$ cat src/rtl/gbn_tx_scheduler.sv
// Go-back-N transmit scheduler: tracks the unacknowledged window [base, next_seq),
// issues sequence numbers to the packet builder and rewinds to base on timeout.
module gbn_tx_scheduler #(
    parameter logic [31:0] TIMEOUT = 32'd65_000_000,
    parameter int          TW      = 32
) (
    input  logic        clk,
    input  logic        reset,
    input  logic        start,
    input  logic        abort,
    input  logic [31:0] ISN,
    input  logic [31:0] SNmax,
    input  logic [15:0] window,
    input  logic        ack_valid,
    input  logic [31:0] ack_num,
    input  logic        tx_ready,
    output logic        tx_valid,
    output logic [31:0] tx_seq,
    output logic [31:0] base,
    output logic        busy,
    output logic        done,
    output logic [7:0]  retx_count
);

    typedef enum logic [1:0] {
        IDLE = 2'd0,
        SEND = 2'd1,
        DONE = 2'd2
    } state_t;

    localparam logic [TW-1:0] TIMER_LAST = TW'(TIMEOUT - 32'd1);

    state_t        state_r, state_s;
    logic [31:0]   base_r, base_s;
    logic [31:0]   next_seq_r, next_seq_s;
    logic [TW-1:0] timer_r, timer_s;
    logic [7:0]    retx_r, retx_s;

    logic [15:0]   win_eff_s;
    logic [32:0]   limit_s;
    logic          tx_valid_s;
    logic          xfer_s;
    logic          ack_ok_s;
    logic          expire_s;

    function automatic logic [7:0] sat_inc8(input logic [7:0] v);
        return (v == 8'hFF) ? 8'hFF : v + 8'd1;
    endfunction

    // Window limit, send qualification, ACK acceptance and timer expiry.
    always_comb begin
        win_eff_s  = (window == 16'd0) ? 16'd1 : window;
        // 33-bit so a window reaching past 2^32-1 cannot alias to a small limit
        limit_s    = {1'b0, base_r} + {17'd0, win_eff_s};
        tx_valid_s = (state_r == SEND) && (next_seq_r <= SNmax)
                     && ({1'b0, next_seq_r} < limit_s);
        xfer_s     = tx_valid_s && tx_ready;
        ack_ok_s   = (state_r == SEND) && ack_valid
                     && (ack_num > base_r) && (ack_num <= next_seq_r);
        expire_s   = (state_r == SEND) && (base_r != next_seq_r)
                     && (timer_r == TIMER_LAST);
    end

    // Next-state and datapath update; abort beats start, start beats SEND activity.
    always_comb begin
        state_s    = state_r;
        base_s     = base_r;
        next_seq_s = next_seq_r;
        timer_s    = timer_r;
        retx_s     = retx_r;
        if (abort) begin
            state_s = IDLE;
        end else if (start) begin
            base_s     = ISN;
            next_seq_s = ISN;
            timer_s    = '0;
            retx_s     = 8'd0;
            state_s    = (SNmax < ISN) ? DONE : SEND;
        end else begin
            case (state_r)
                SEND: begin
                    if (ack_ok_s) begin
                        base_s  = ack_num;
                        timer_s = '0;
                    end else if (expire_s) begin
                        timer_s = '0;
                        retx_s  = sat_inc8(retx_r);
                    end else if (base_r == next_seq_r) begin
                        timer_s = '0;
                    end else begin
                        timer_s = timer_r + TW'(1);
                    end
                    // An accepted ACK suppresses the rewind; a rewind overrides a transfer.
                    if (expire_s && !ack_ok_s) begin
                        next_seq_s = base_r;
                    end else if (xfer_s) begin
                        next_seq_s = next_seq_r + 32'd1;
                    end else begin
                        next_seq_s = next_seq_r;
                    end
                    if (base_s > SNmax) begin
                        state_s = DONE;
                    end else begin
                        state_s = SEND;
                    end
                end
                IDLE: begin
                    state_s = IDLE;
                end
                DONE: begin
                    state_s = DONE;
                end
                default: begin
                    state_s = IDLE;
                end
            endcase
        end
    end

    // State and datapath registers with synchronous reset.
    always_ff @(posedge clk) begin
        if (reset) begin
            state_r    <= IDLE;
            base_r     <= 32'd0;
            next_seq_r <= 32'd0;
            timer_r    <= '0;
            retx_r     <= 8'd0;
        end else begin
            state_r    <= state_s;
            base_r     <= base_s;
            next_seq_r <= next_seq_s;
            timer_r    <= timer_s;
            retx_r     <= retx_s;
        end
    end

    assign tx_valid   = tx_valid_s;
    assign tx_seq     = next_seq_r;
    assign base       = base_r;
    assign busy       = (state_r == SEND);
    assign done       = (state_r == DONE);
    assign retx_count = retx_r;

endmodule
$ cat config.mk
export PLATFORM = sky130hd
export DESIGN_NAME = gbn_tx_scheduler
export DESIGN_NICKNAME = d
export VERILOG_FILES = /design/src/rtl/gbn_tx_scheduler.sv
export SDC_FILE = /design/constraint.sdc
export NUM_CORES = 1
export LEC_CHECK = 0
export BUFFER_PORTS_ARGS = -buffer_cell sky130_fd_sc_hd__buf_2
export CORE_MARGIN = 5
export CORE_UTILIZATION = 59
export CTS_CLUSTER_SIZE = 14
export DETAILED_ROUTE_END_ITERATION = 12
export GPL_ROUTABILITY_DRIVEN = 0
export GPL_TIMING_DRIVEN = 0
export PLACE_DENSITY_LB_ADDON = 0.2
export SETUP_SLACK_MARGIN = 0.5
export SLEW_MARGIN = 20
export SYNTH_ARGS = -nofsm -noshare
export SYNTH_HDL_FRONTEND = slang
export SYNTH_SLANG_ARGS = --single-unit
$ cat constraint.sdc
create_clock -name clk -period 6.1 [get_ports clk]
set_input_delay 0 -clock clk [delete_from_list [all_inputs] [get_ports clk]]
set_output_delay 0 -clock clk [all_outputs]
set_load 0.1 [all_outputs]
Yosys cells after proc, flatten, opt, wreduce, memory -nomap -nowiden
Cells that the tools add are included.
{ "totals": {"ff_bits": 106, "output_inout_bits": 75, "elab_cells": 66} }
{ "classes": {"add_sub_neg": 4, "magnitude_cmp": 6, "n_eq_ne": 7, "n_mux": 25, "bitwise": 1, "reduce_logical": 18} }
{ "op_table": {"columns": ["operator", "n"], "rows": [
  ["32-bit 2-to-1 mux", 15],
  ["32-bit by 1-bit adder with 32-bit output, second input constant", 2],
  ["32-bit greater-than comparator", 2],
  ["32-bit less-or-equal comparator", 2],
  ["8-bit 2-to-1 mux", 5],
  ["32-bit by 16-bit adder with 33-bit output", 1],
  ["32-bit by 33-bit less-than comparator with 1-bit output", 1],
  ["32-bit by 26-bit == test with 1-bit output, second input constant", 1],
  ["32-bit == test", 1],
  ["32-bit less-than comparator", 1],
  ["32-bit != test", 1],
  ["16-bit logical NOT", 1],
  ["16-bit 2-to-1 mux", 1],
  ["1-bit logical AND", 9],
  ["8-bit by 1-bit adder with 8-bit output, second input constant", 1],
  ["8-bit == test, second input constant", 1],
  ["2-bit 2-to-1 mux", 3],
  ["2-bit case mux with 2 select lines", 1],
  ["4-bit AND reduction", 1],
  ["2-bit nonzero test", 2],
  ["3-bit AND reduction", 1],
  ["3-bit nonzero test", 1],
  ["2-bit by 1-bit == test with 1-bit output, second input constant", 1],
  ["2-bit == test, second input constant", 1],
  ["5 further kinds", 5]
]} }

Logic depth before layout (Yosys ltp)
Gate-level depths: netlist of run 1.
{ "depth": {"ltp_word": 12, "depth_mapped": 24, "mapped_depth_nobuf": 22} }

Worst setup path after synthesis of run 1
Ideal clock, no wire load.
{ "synth_path": {"path_type": "register to register", "from": "register base_r[0], in the netlist base[0]", "to": "register next_seq_r[11], in the netlist tx_seq[11]", "setup_time_ns": 0.130, "arrival_time_ns": 5.828, "required_time_ns": 5.970, "setup_slack_ns": 0.142, "path_stages_with_launch": 22, "path_cell_list": "dfxtp_1 > ha_1 > fa_1 > a211oi_1 > o211ai_2 > a41oi_1 > a211o_1 > and2_1 > clkbuf_1 > nor2_1 > and4_1 > xnor2_1 > ha_1 > a211oi_1 > o221a_2 > nor3b_1 > o21ai_0 > o21ai_0 > o21a_1 > nand3_1 > o31ai_1 > o32ai_1"} }
{ "synth_via": {"word_cells_on_any_way": 17, "cone_classes": "1 x add/sub; 2 x order compare; 1 x eq/ne; 3 x mux; 10 x reduce/logical"} }
{ "synth_rtl": {"columns": ["element", "line_no", "source"], "rows": [
  ["from (decl)", "34", "logic [31:0] base_r, base_s;"],
  ["from (signal assigned)", "130", "base_r <= base_s;"],
  ["32-bit by 16-bit adder with 33-bit output", "54", "limit_s = {1'b0, base_r} + {17'd0, win_eff_s};"],
  ["32-bit by 33-bit less-than comparator with 1-bit output", "56", "&& ({1'b0, next_seq_r} < limit_s);"],
  ["1-bit logical AND", "56", null],
  ["named net tx_valid", "17", "output logic tx_valid,"],
  ["1-bit logical AND", "57", "xfer_s = tx_valid_s && tx_ready;"],
  ["3-bit nonzero test (no line)", null, null],
  ["3-bit AND reduction (no line)", null, null],
  ["to (signal assigned)", "131", "next_seq_r <= next_seq_s;"],
  ["to (decl)", "35", "logic [31:0] next_seq_r, next_seq_s;"]
]} }
The timed path passes the listed nets, and every way through them passes these cells. The select of a mux whose other input is x is not followed.
A chain may end at the register's enable or synchronous reset.

Worst setup path after layout of run 1
{ "layout_path": {"from": "register base_r[31], in the netlist base[31]", "to": "register state_r[1]"} }
{ "layout_via": {"elab_chain_cells": 11} }
{ "layout_lines": {"columns": ["element", "line_no", "source"], "rows": [
  ["32-bit greater-than comparator", "59", "&& (ack_num > base_r) && (ack_num <= next_seq_r);"],
  ["1-bit logical AND (2 in a row)", "59", null],
  ["32-bit 2-to-1 mux (*)", "82", "if (ack_ok_s) begin"],
  ["32-bit 2-to-1 mux (*)", "80", "case (state_r)"],
  ["32-bit 2-to-1 mux (*)", "73", "end else if (start) begin"],
  ["32-bit 2-to-1 mux (*)", "71", "if (abort) begin"],
  ["32-bit greater-than comparator (*)", "101", "if (base_s > SNmax) begin"],
  ["2-bit 2-to-1 mux (*)", "101", null],
  ["2-bit case mux with 2 select lines (*)", "80", null],
  ["2-bit 2-to-1 mux (*)", "73", null],
  ["to (signal assigned)", "129", "state_r <= state_s;"],
  ["to (decl)", "33", "state_t state_r, state_s;"]
]} }
Every way passes the cells marked *; elsewhere a longest branch is shown, timed or not. The select of a mux whose other input is x is not followed.

==> flow_summary.toml, run 1 <==
[logic_synthesis]
netlist-cell-type-count = 70
postSynthCellCount = 1612
seq_cells_post_synth = 106
synth-async-reset-ratio_pct = 0
postSynthNetCount = 1942
synth-main-ff-cell = "sky130_fd_sc_hd__dfxtp_1"
postSynthAreaPerCell_sq_um = 7.55
yosysWarningCount = 0
seq_area_frac_synth_pct = 17.4
synth_area_leader_cell = "sky130_fd_sc_hd__ha_1"
netlist_area_sq_um = 12200
yosys.area.top_type_share_pct = 21.7
synth_edf_count = 0
synthTopCellsByArea = "sky130_fd_sc_hd__ha_1 (22%), sky130_fd_sc_hd__dfxtp_1 (17%), sky130_fd_sc_hd__a21oi_1 (5.8%)"

[cells_and_area]
final_core_utilization_pct = 69.6
antenna_cells_inserted = 0
layout-drive-gt1-share_pct = 15.9
finalNetCount = 2169
final_common_cell = "sky130_fd_sc_hd__ha_1"
layout_common_cells = "sky130_fd_sc_hd__ha_1 (211), sky130_fd_sc_hd__buf_2 (201), sky130_fd_sc_hd__nand2_1 (150), sky130_fd_sc_hd__inv_1 (146), sky130_fd_sc_hd__a21oi_1 (139)"
synthToLayoutAreaGrowth_pct = 16.0
post_layout_nonfiller_instances = 2114

[global_route]
grt_pass1_wl_microns = 69100
grt_start_max_net_pins = 22
via_count_of_the_first_global_routing_pass = 13100
grt_util_all_layers_pct = 36.2
grt_overflow_total = 0
grt_antenna_before_repair = 1

[drt]
antenna_violating_nets_post_route = 0
remaining_drcs = 0
drt-vias-per-instance = 6.53
vias = 13800
route.final.wire_length_microns = 45000
routedWlPerCell_microns = 21.3
drtPass1Iterations = 9
drtIter0Drc = 1679

[timing]
clock.fmax_mhz = 182
timing.max_slew.rel_slack_pct = 35.2
min_period_ns = 5.50
whs_ns = 0.0210
period_share_pct = 90.2
timing.clock.skew_ns = 0.0148
final_max_slew_viol_count = 0
rsz0062_at_grt = "true"
hold_violations_final = 0
tightest_slew_ns = 0.971
setup_violations = 0

[setup_path]
type_of_destination_of_the_critical_path = "register"
crit_arrival_ns = 5.77
cp.required_ns = 6.37
startpoint_type = "register"
reg2reg_setup_slack_ns = 0.60
critPathKind = "reg2reg"
crit_fanout = 10

[floorplanning]
core_area_sq_um = 20300
io_pins = 193
fp.dieW_microns = 154
row_count = 52
die_y_microns = 154
fp.dieArea_sq_um = 23600
floorplan.initialDensity_pct = 60.0

[power]
power.leakage_nw = 6.46
power-per-cell-area_nw_per_um2 = 160
ir_drop_v = 0.000173

[placed_design]
dp_hpwl_microns = 35300
place.detailed.instances = 2074
io_buffer_count = 192

[clock_network]
cts_made_buffers = 9
clock_tree_from_tritoncts = "yes"
htreeDepth = 3
cts.clk_slew.worst_paths_ns = 0.09
cts_num_sinks = 106
ctsLongestPathBuffers = 2
clock_latency_ns = 0.37
clock-root-buffer = "sky130_fd_sc_hd__clkbuf_16"

[run]
number_of_violations_of_the_max_capacitance_limit = 0

[worst_hold_path]
hold_path.class = "in2reg"

[status]
run_status = "complete, no violations"
## state kept, by name, indices dropped and copies added (netlist names)
signal,count
timer_r,32
retx_count,8
state_r,2
tx_seq,32
base,32
## stage by stage
stage                     TNS, ns  worst slack [ns]  area (sq um)  total power, mW
after global placement     -23.73            -0.983         13500             1.57
after CTS                       0             0.569         14100             2.22
after detailed placement   -14.31            -0.678         13500             1.59
after global routing            0             0.502         14100             2.34
final                           0             0.599         14100             2.25
after floorplan                 0             0.635         12200             1.34
## power by group
group,internal [mW],total (mW),switching (mW)
combinational,0.282,0.855,0.573
sequential,0.714,0.769,0.0551
clock,0.294,0.630,0.336
total,1.29,2.25,0.964
## logic make-up (layout without fill, tap and decap cells)
logic type	Yosys count	after routing	share of synthesized area, %
AO/OA/AOI/OAI	438	438	23.8
XOR/XNOR	83	83	5.97
flip-flops	106	106	17.4
buffers and inverters	226	458	7.47
multiplexers	35	35	3.20
AND/OR/NAND/NOR	512	512	20.3
adder cells (fa/ha/maj)	212	212	21.9
## path summary, 6_finish.rpt
| kind | endpoint | cells past startpoint | start |
|---|---|---|---|
| setup / recovery | state_r[1]$_SDFF_PP0_ | 19 | base[31]$_SDFFE_PP0P_ |
| hold / removal | tx_seq[2]$_SDFFE_PP0P_ | 3 | ISN[2] |
| setup reg to reg | state_r[1]$_SDFF_PP0_ | 19 | base[31]$_SDFFE_PP0P_ |
| hold reg to reg | timer_r[25]$_SDFFE_PP0P_ | 1 | timer_r[25]$_SDFFE_PP0P_ |
## final cells by class
type                    instances  area, sq um
inverters                     146          548
clock inverters                 7         77.6
flip-flops and latches        106         2130
clock buffers                   9          225
fillers                      1734         6180
multi-input cells            1280         9240
well taps                     270          338
repair buffers                216         1200
plain buffers                  80          370
## layer usage
metal,global-route usage [%],routed length (microns),vias up
met3,9.05,5710,205
met4,17.7,2290,2
met2,56.7,19600,922
li1,-,-,6343
met5,0,13,-
met1,46.5,17400,6323
## what timing repair did
action                                  in CTS  in global routing
hold buffers                                24                  0
endpoints found under the setup margin      33                 33
gates resized for setup                     10                 14
endpoints found under the hold margin       29                  0
pin swaps                                    0                  2
buffers inserted                             0                  0
## critical path: stages, from the launching register on
cell                        delay (ns)
sky130_fd_sc_hd__dfxtp_1          0.53
sky130_fd_sc_hd__inv_1            0.18
sky130_fd_sc_hd__ha_1             0.33
sky130_fd_sc_hd__nand4_1          0.27
sky130_fd_sc_hd__nor4_2           0.61
sky130_fd_sc_hd__a31oi_1          0.20
sky130_fd_sc_hd__nor3b_2          0.23
sky130_fd_sc_hd__nand2_1          0.34
sky130_fd_sc_hd__clkbuf_4         0.38
sky130_fd_sc_hd__mux2_2           0.39
sky130_fd_sc_hd__ha_1             0.31
sky130_fd_sc_hd__nand4_1          0.19
sky130_fd_sc_hd__nor2_1           0.23
sky130_fd_sc_hd__a21oi_1          0.10
sky130_fd_sc_hd__o211ai_1         0.14
sky130_fd_sc_hd__a21oi_1          0.11
sky130_fd_sc_hd__nand2_1          0.12
sky130_fd_sc_hd__o2111ai_1        0.15
sky130_fd_sc_hd__a211o_1          0.29
sky130_fd_sc_hd__a211oi_1         0.28
## synth_stat cells, types with 7 or more instances
cell type	number
sky130_fd_sc_hd__nor3_1	24
sky130_fd_sc_hd__and3_1	14
sky130_fd_sc_hd__nand4_1	44
sky130_fd_sc_hd__xnor2_1	43
sky130_fd_sc_hd__a22oi_1	11
sky130_fd_sc_hd__inv_1	146
sky130_fd_sc_hd__a31oi_1	12
sky130_fd_sc_hd__nor4_1	29
sky130_fd_sc_hd__a211oi_1	16
sky130_fd_sc_hd__nand2b_1	20
sky130_fd_sc_hd__a311oi_1	45
sky130_fd_sc_hd__mux2_2	31
sky130_fd_sc_hd__xor2_1	40
sky130_fd_sc_hd__nor2_1	122
sky130_fd_sc_hd__o32ai_1	13
sky130_fd_sc_hd__clkbuf_1	59
sky130_fd_sc_hd__dfxtp_1	106
sky130_fd_sc_hd__a21o_1	29
sky130_fd_sc_hd__a21oi_1	140
sky130_fd_sc_hd__a211o_1	7
sky130_fd_sc_hd__nor2b_1	14
sky130_fd_sc_hd__nand3_1	58
sky130_fd_sc_hd__nand2_1	151
sky130_fd_sc_hd__buf_2	12
sky130_fd_sc_hd__o21a_1	8
sky130_fd_sc_hd__o21ai_0	87
sky130_fd_sc_hd__ha_1	211
sky130_fd_sc_hd__o211ai_1	18
Note: power is estimated with default switching activity, not from simulation.
==> run 2: changes to the inputs <==
Settings changed: CORE_UTILIZATION 59 to 25.
==> run 2 against run 1 <==
Effect of this change: highest routed layer is now met4; final area up 3.3%; non-clock buffer count up 3; critical path type unchanged; clock power down 3%; critical endpoint is now tx_seq[29]$_SDFFE_PP0P_.
==> flow_summary.toml, run 2 (synthesized netlist as in run 1, its figures left out) <==
[floorplanning]
fp.dieArea_sq_um = 53200
io_pins = 193
die_y_microns = 231
row_count = 80
fp.dieW_microns = 231
core_area_sq_um = 47900
floorplan.initialDensity_pct = 25.4

[cells_and_area]
layout_common_cells = "sky130_fd_sc_hd__ha_1 (211), sky130_fd_sc_hd__buf_2 (199), sky130_fd_sc_hd__nand2_1 (150), sky130_fd_sc_hd__inv_1 (146), sky130_fd_sc_hd__a21oi_1 (139)"
finalNetCount = 2172
final_design_area_no_fill_sq_um = 14600
final_common_cell = "sky130_fd_sc_hd__ha_1"
layout-drive-gt1-share_pct = 16.5
final_core_utilization_pct = 30.4
synthToLayoutAreaGrowth_pct = 19.9
n_fill_cell = 5190
antenna_cells_inserted = 0

[setup_path]
reg2reg_setup_slack_ns = 0.68
startpoint_type = "register"
type_of_destination_of_the_critical_path = "register"
setup.worst_path.start = "base[8]$_SDFFE_PP0P_"
rr_worst_depth = 19
crit-reg2reg-capture = "tx_seq[29]$_SDFFE_PP0P_"
crit_fanout = 10
endpoint = "tx_seq[29]$_SDFFE_PP0P_"
cp.required_ns = 6.33
worst_r2r_startpoint = "base[8]$_SDFFE_PP0P_"
critPathKind = "reg2reg"
crit_arrival_ns = 5.64

[timing]
hold_violations_final = 0
timing.clock.skew_ns = 0.00839
clock.fmax_mhz = 185
tightest_slew_ns = 1.12
final_max_slew_viol_count = 0
timing.max_slew.rel_slack_pct = 23.7
period_share_pct = 88.8
rsz0062_at_grt = "false"
min_period_ns = 5.42
setup_violations = 0

[clock_network]
cts_made_buffers = 9
clock_tree_from_tritoncts = "yes"
clock-root-buffer = "sky130_fd_sc_hd__clkbuf_16"
cts.clk_slew.worst_paths_ns = 0.09
clock_latency_ns = 0.39
ctsLongestPathBuffers = 2
htreeDepth = 3
cts_num_sinks = 106

[global_route]
grt_pass1_wl_microns = 81600
grt_antenna_before_repair = 0
grt_overflow_total = 0
via_count_of_the_first_global_routing_pass = 12800
grt_start_max_net_pins = 18
grt_util_all_layers_pct = 20.2

[placed_design]
io_buffer_count = 192
place_area_sq_um = 13900
dp_hpwl_microns = 45100

[drt]
route.final.wire_length_microns = 55900
routedWlPerCell_microns = 22.7
remaining_drcs = 0
drtIter0Drc = 893
vias = 13300
drt-vias-per-instance = 5.38
antenna_violating_nets_post_route = 0
drtPass1Iterations = 5

[run]
number_of_violations_of_the_max_capacitance_limit = 0

[power]
power.leakage_nw = 6.48
power-per-cell-area_nw_per_um2 = 155
ir_drop_v = 0.000120

[worst_hold_path]
hold_path.class = "in2reg"
timing.hold.worst.start = "ISN[21]"

[status]
run_status = "complete, no violations"
-- run 2: cell count changes in the layout (fill, tap and decap cells not counted), sizes merged --
cell and delta:
clkinvlp -1, dlygate4sd3 -2, buf +5, clkbuf +2, inv -1
-- run 2: layout make-up --
type	count	area (sq um)	area share [%]
buffer	80	378	2.59
clock buffer	11	233	1.59
clock inverter	5	36.3	0.249
inverter	146	548	3.76
multi-input combinational	1280	9280	63.6
sequential	106	2130	14.6
tap	615	769	5.27
timing repair buffer	219	1220	8.35
-- run 2: report_power, final --
group	internal, mW	switching [mW]	leakage, nW
registers	0.714	0.0600	0.864
clock network	0.282	0.331	0.135
logic	0.287	0.595	5.48
-- run 2: per-stage QoR --
stage,TNS (ns),hold slack (ns),instances,setup slack (ns),power [mW]
6_report,0,0.0171,2462,0.685,2.27
5_1_grt,0,0.0166,2462,0.482,2.39
4_1_cts,0,0.000811,2461,0.514,2.27
3_5_place_dp,-8.34,0.312,2419,-0.537,1.63
3_3_place_gp,-48.15,0.310,2419,-1.77,1.62
2_1_floorplan,0,0.0785,1612,0.635,1.34
-- run 2: worst min-delay path by stage --
| stage | endpoint | slack (ns) | depth (start not counted) |
|---|---|---|---|
| global route | tx_seq[21]$_SDFFE_PP0P_ | 0.02 | 3 |
| floorplan | state_r[1]$_SDFF_PP0_ | 0.08 | 1 |
| finish | base[21]$_SDFFE_PP0P_ | 0.02 | 3 |
| global placement | state_r[1]$_SDFF_PP0_ | 0.31 | 2 |
| CTS | base[21]$_SDFFE_PP0P_ | 0.0008 | 3 |
| detailed placement | state_r[1]$_SDFF_PP0_ | 0.31 | 2 |
-- run 2: repair_timing --
item / CTS / global route
endpoints found under the hold margin: 26 / 0
pin swaps: 3 / 7
hold buffers: 22 / 0
setup endpoints to repair: 34 / 35
resized for setup: 16 / 22
buffers inserted: 4 / 1
-- run 2: per-layer routing --
| layer | GRT usage, % | vias to the layer above | part of all wire, % | routed length [microns] |
|---|---|---|---|---|
| met4 | 7.30 | 0 | 3.7 | 2040 |
| met5 | 0 | - | 0 | 0 |
| met2 | 31.6 | 499 | 44 | 24400 |
| met3 | 4.29 | 87 | 7.2 | 4030 |
| li1 | - | 6339 | - | - |
| met1 | 27.5 | 6327 | 46 | 25500 |
-- run 2: critical path, stage by stage (launching register included) --
cell and delay, ns:
sky130_fd_sc_hd__dfxtp_1 0.57, sky130_fd_sc_hd__ha_1 0.37, sky130_fd_sc_hd__a21oi_1 0.19, sky130_fd_sc_hd__o21a_1 0.16, sky130_fd_sc_hd__o21ai_0 0.10, sky130_fd_sc_hd__o41ai_2 0.33, sky130_fd_sc_hd__o21bai_1 0.20, sky130_fd_sc_hd__a21boi_4 0.42
sky130_fd_sc_hd__nor2b_1 0.11, sky130_fd_sc_hd__xnor2_1 0.14, sky130_fd_sc_hd__ha_1 0.30, sky130_fd_sc_hd__nand4_1 0.17, sky130_fd_sc_hd__or3_1 0.53, sky130_fd_sc_hd__a2111oi_4 0.41, sky130_fd_sc_hd__o21ai_1 0.16, sky130_fd_sc_hd__o211ai_2 0.32
sky130_fd_sc_hd__nand3_2 0.15, sky130_fd_sc_hd__nand2_2 0.19, sky130_fd_sc_hd__buf_4 0.29, sky130_fd_sc_hd__o32ai_1 0.13
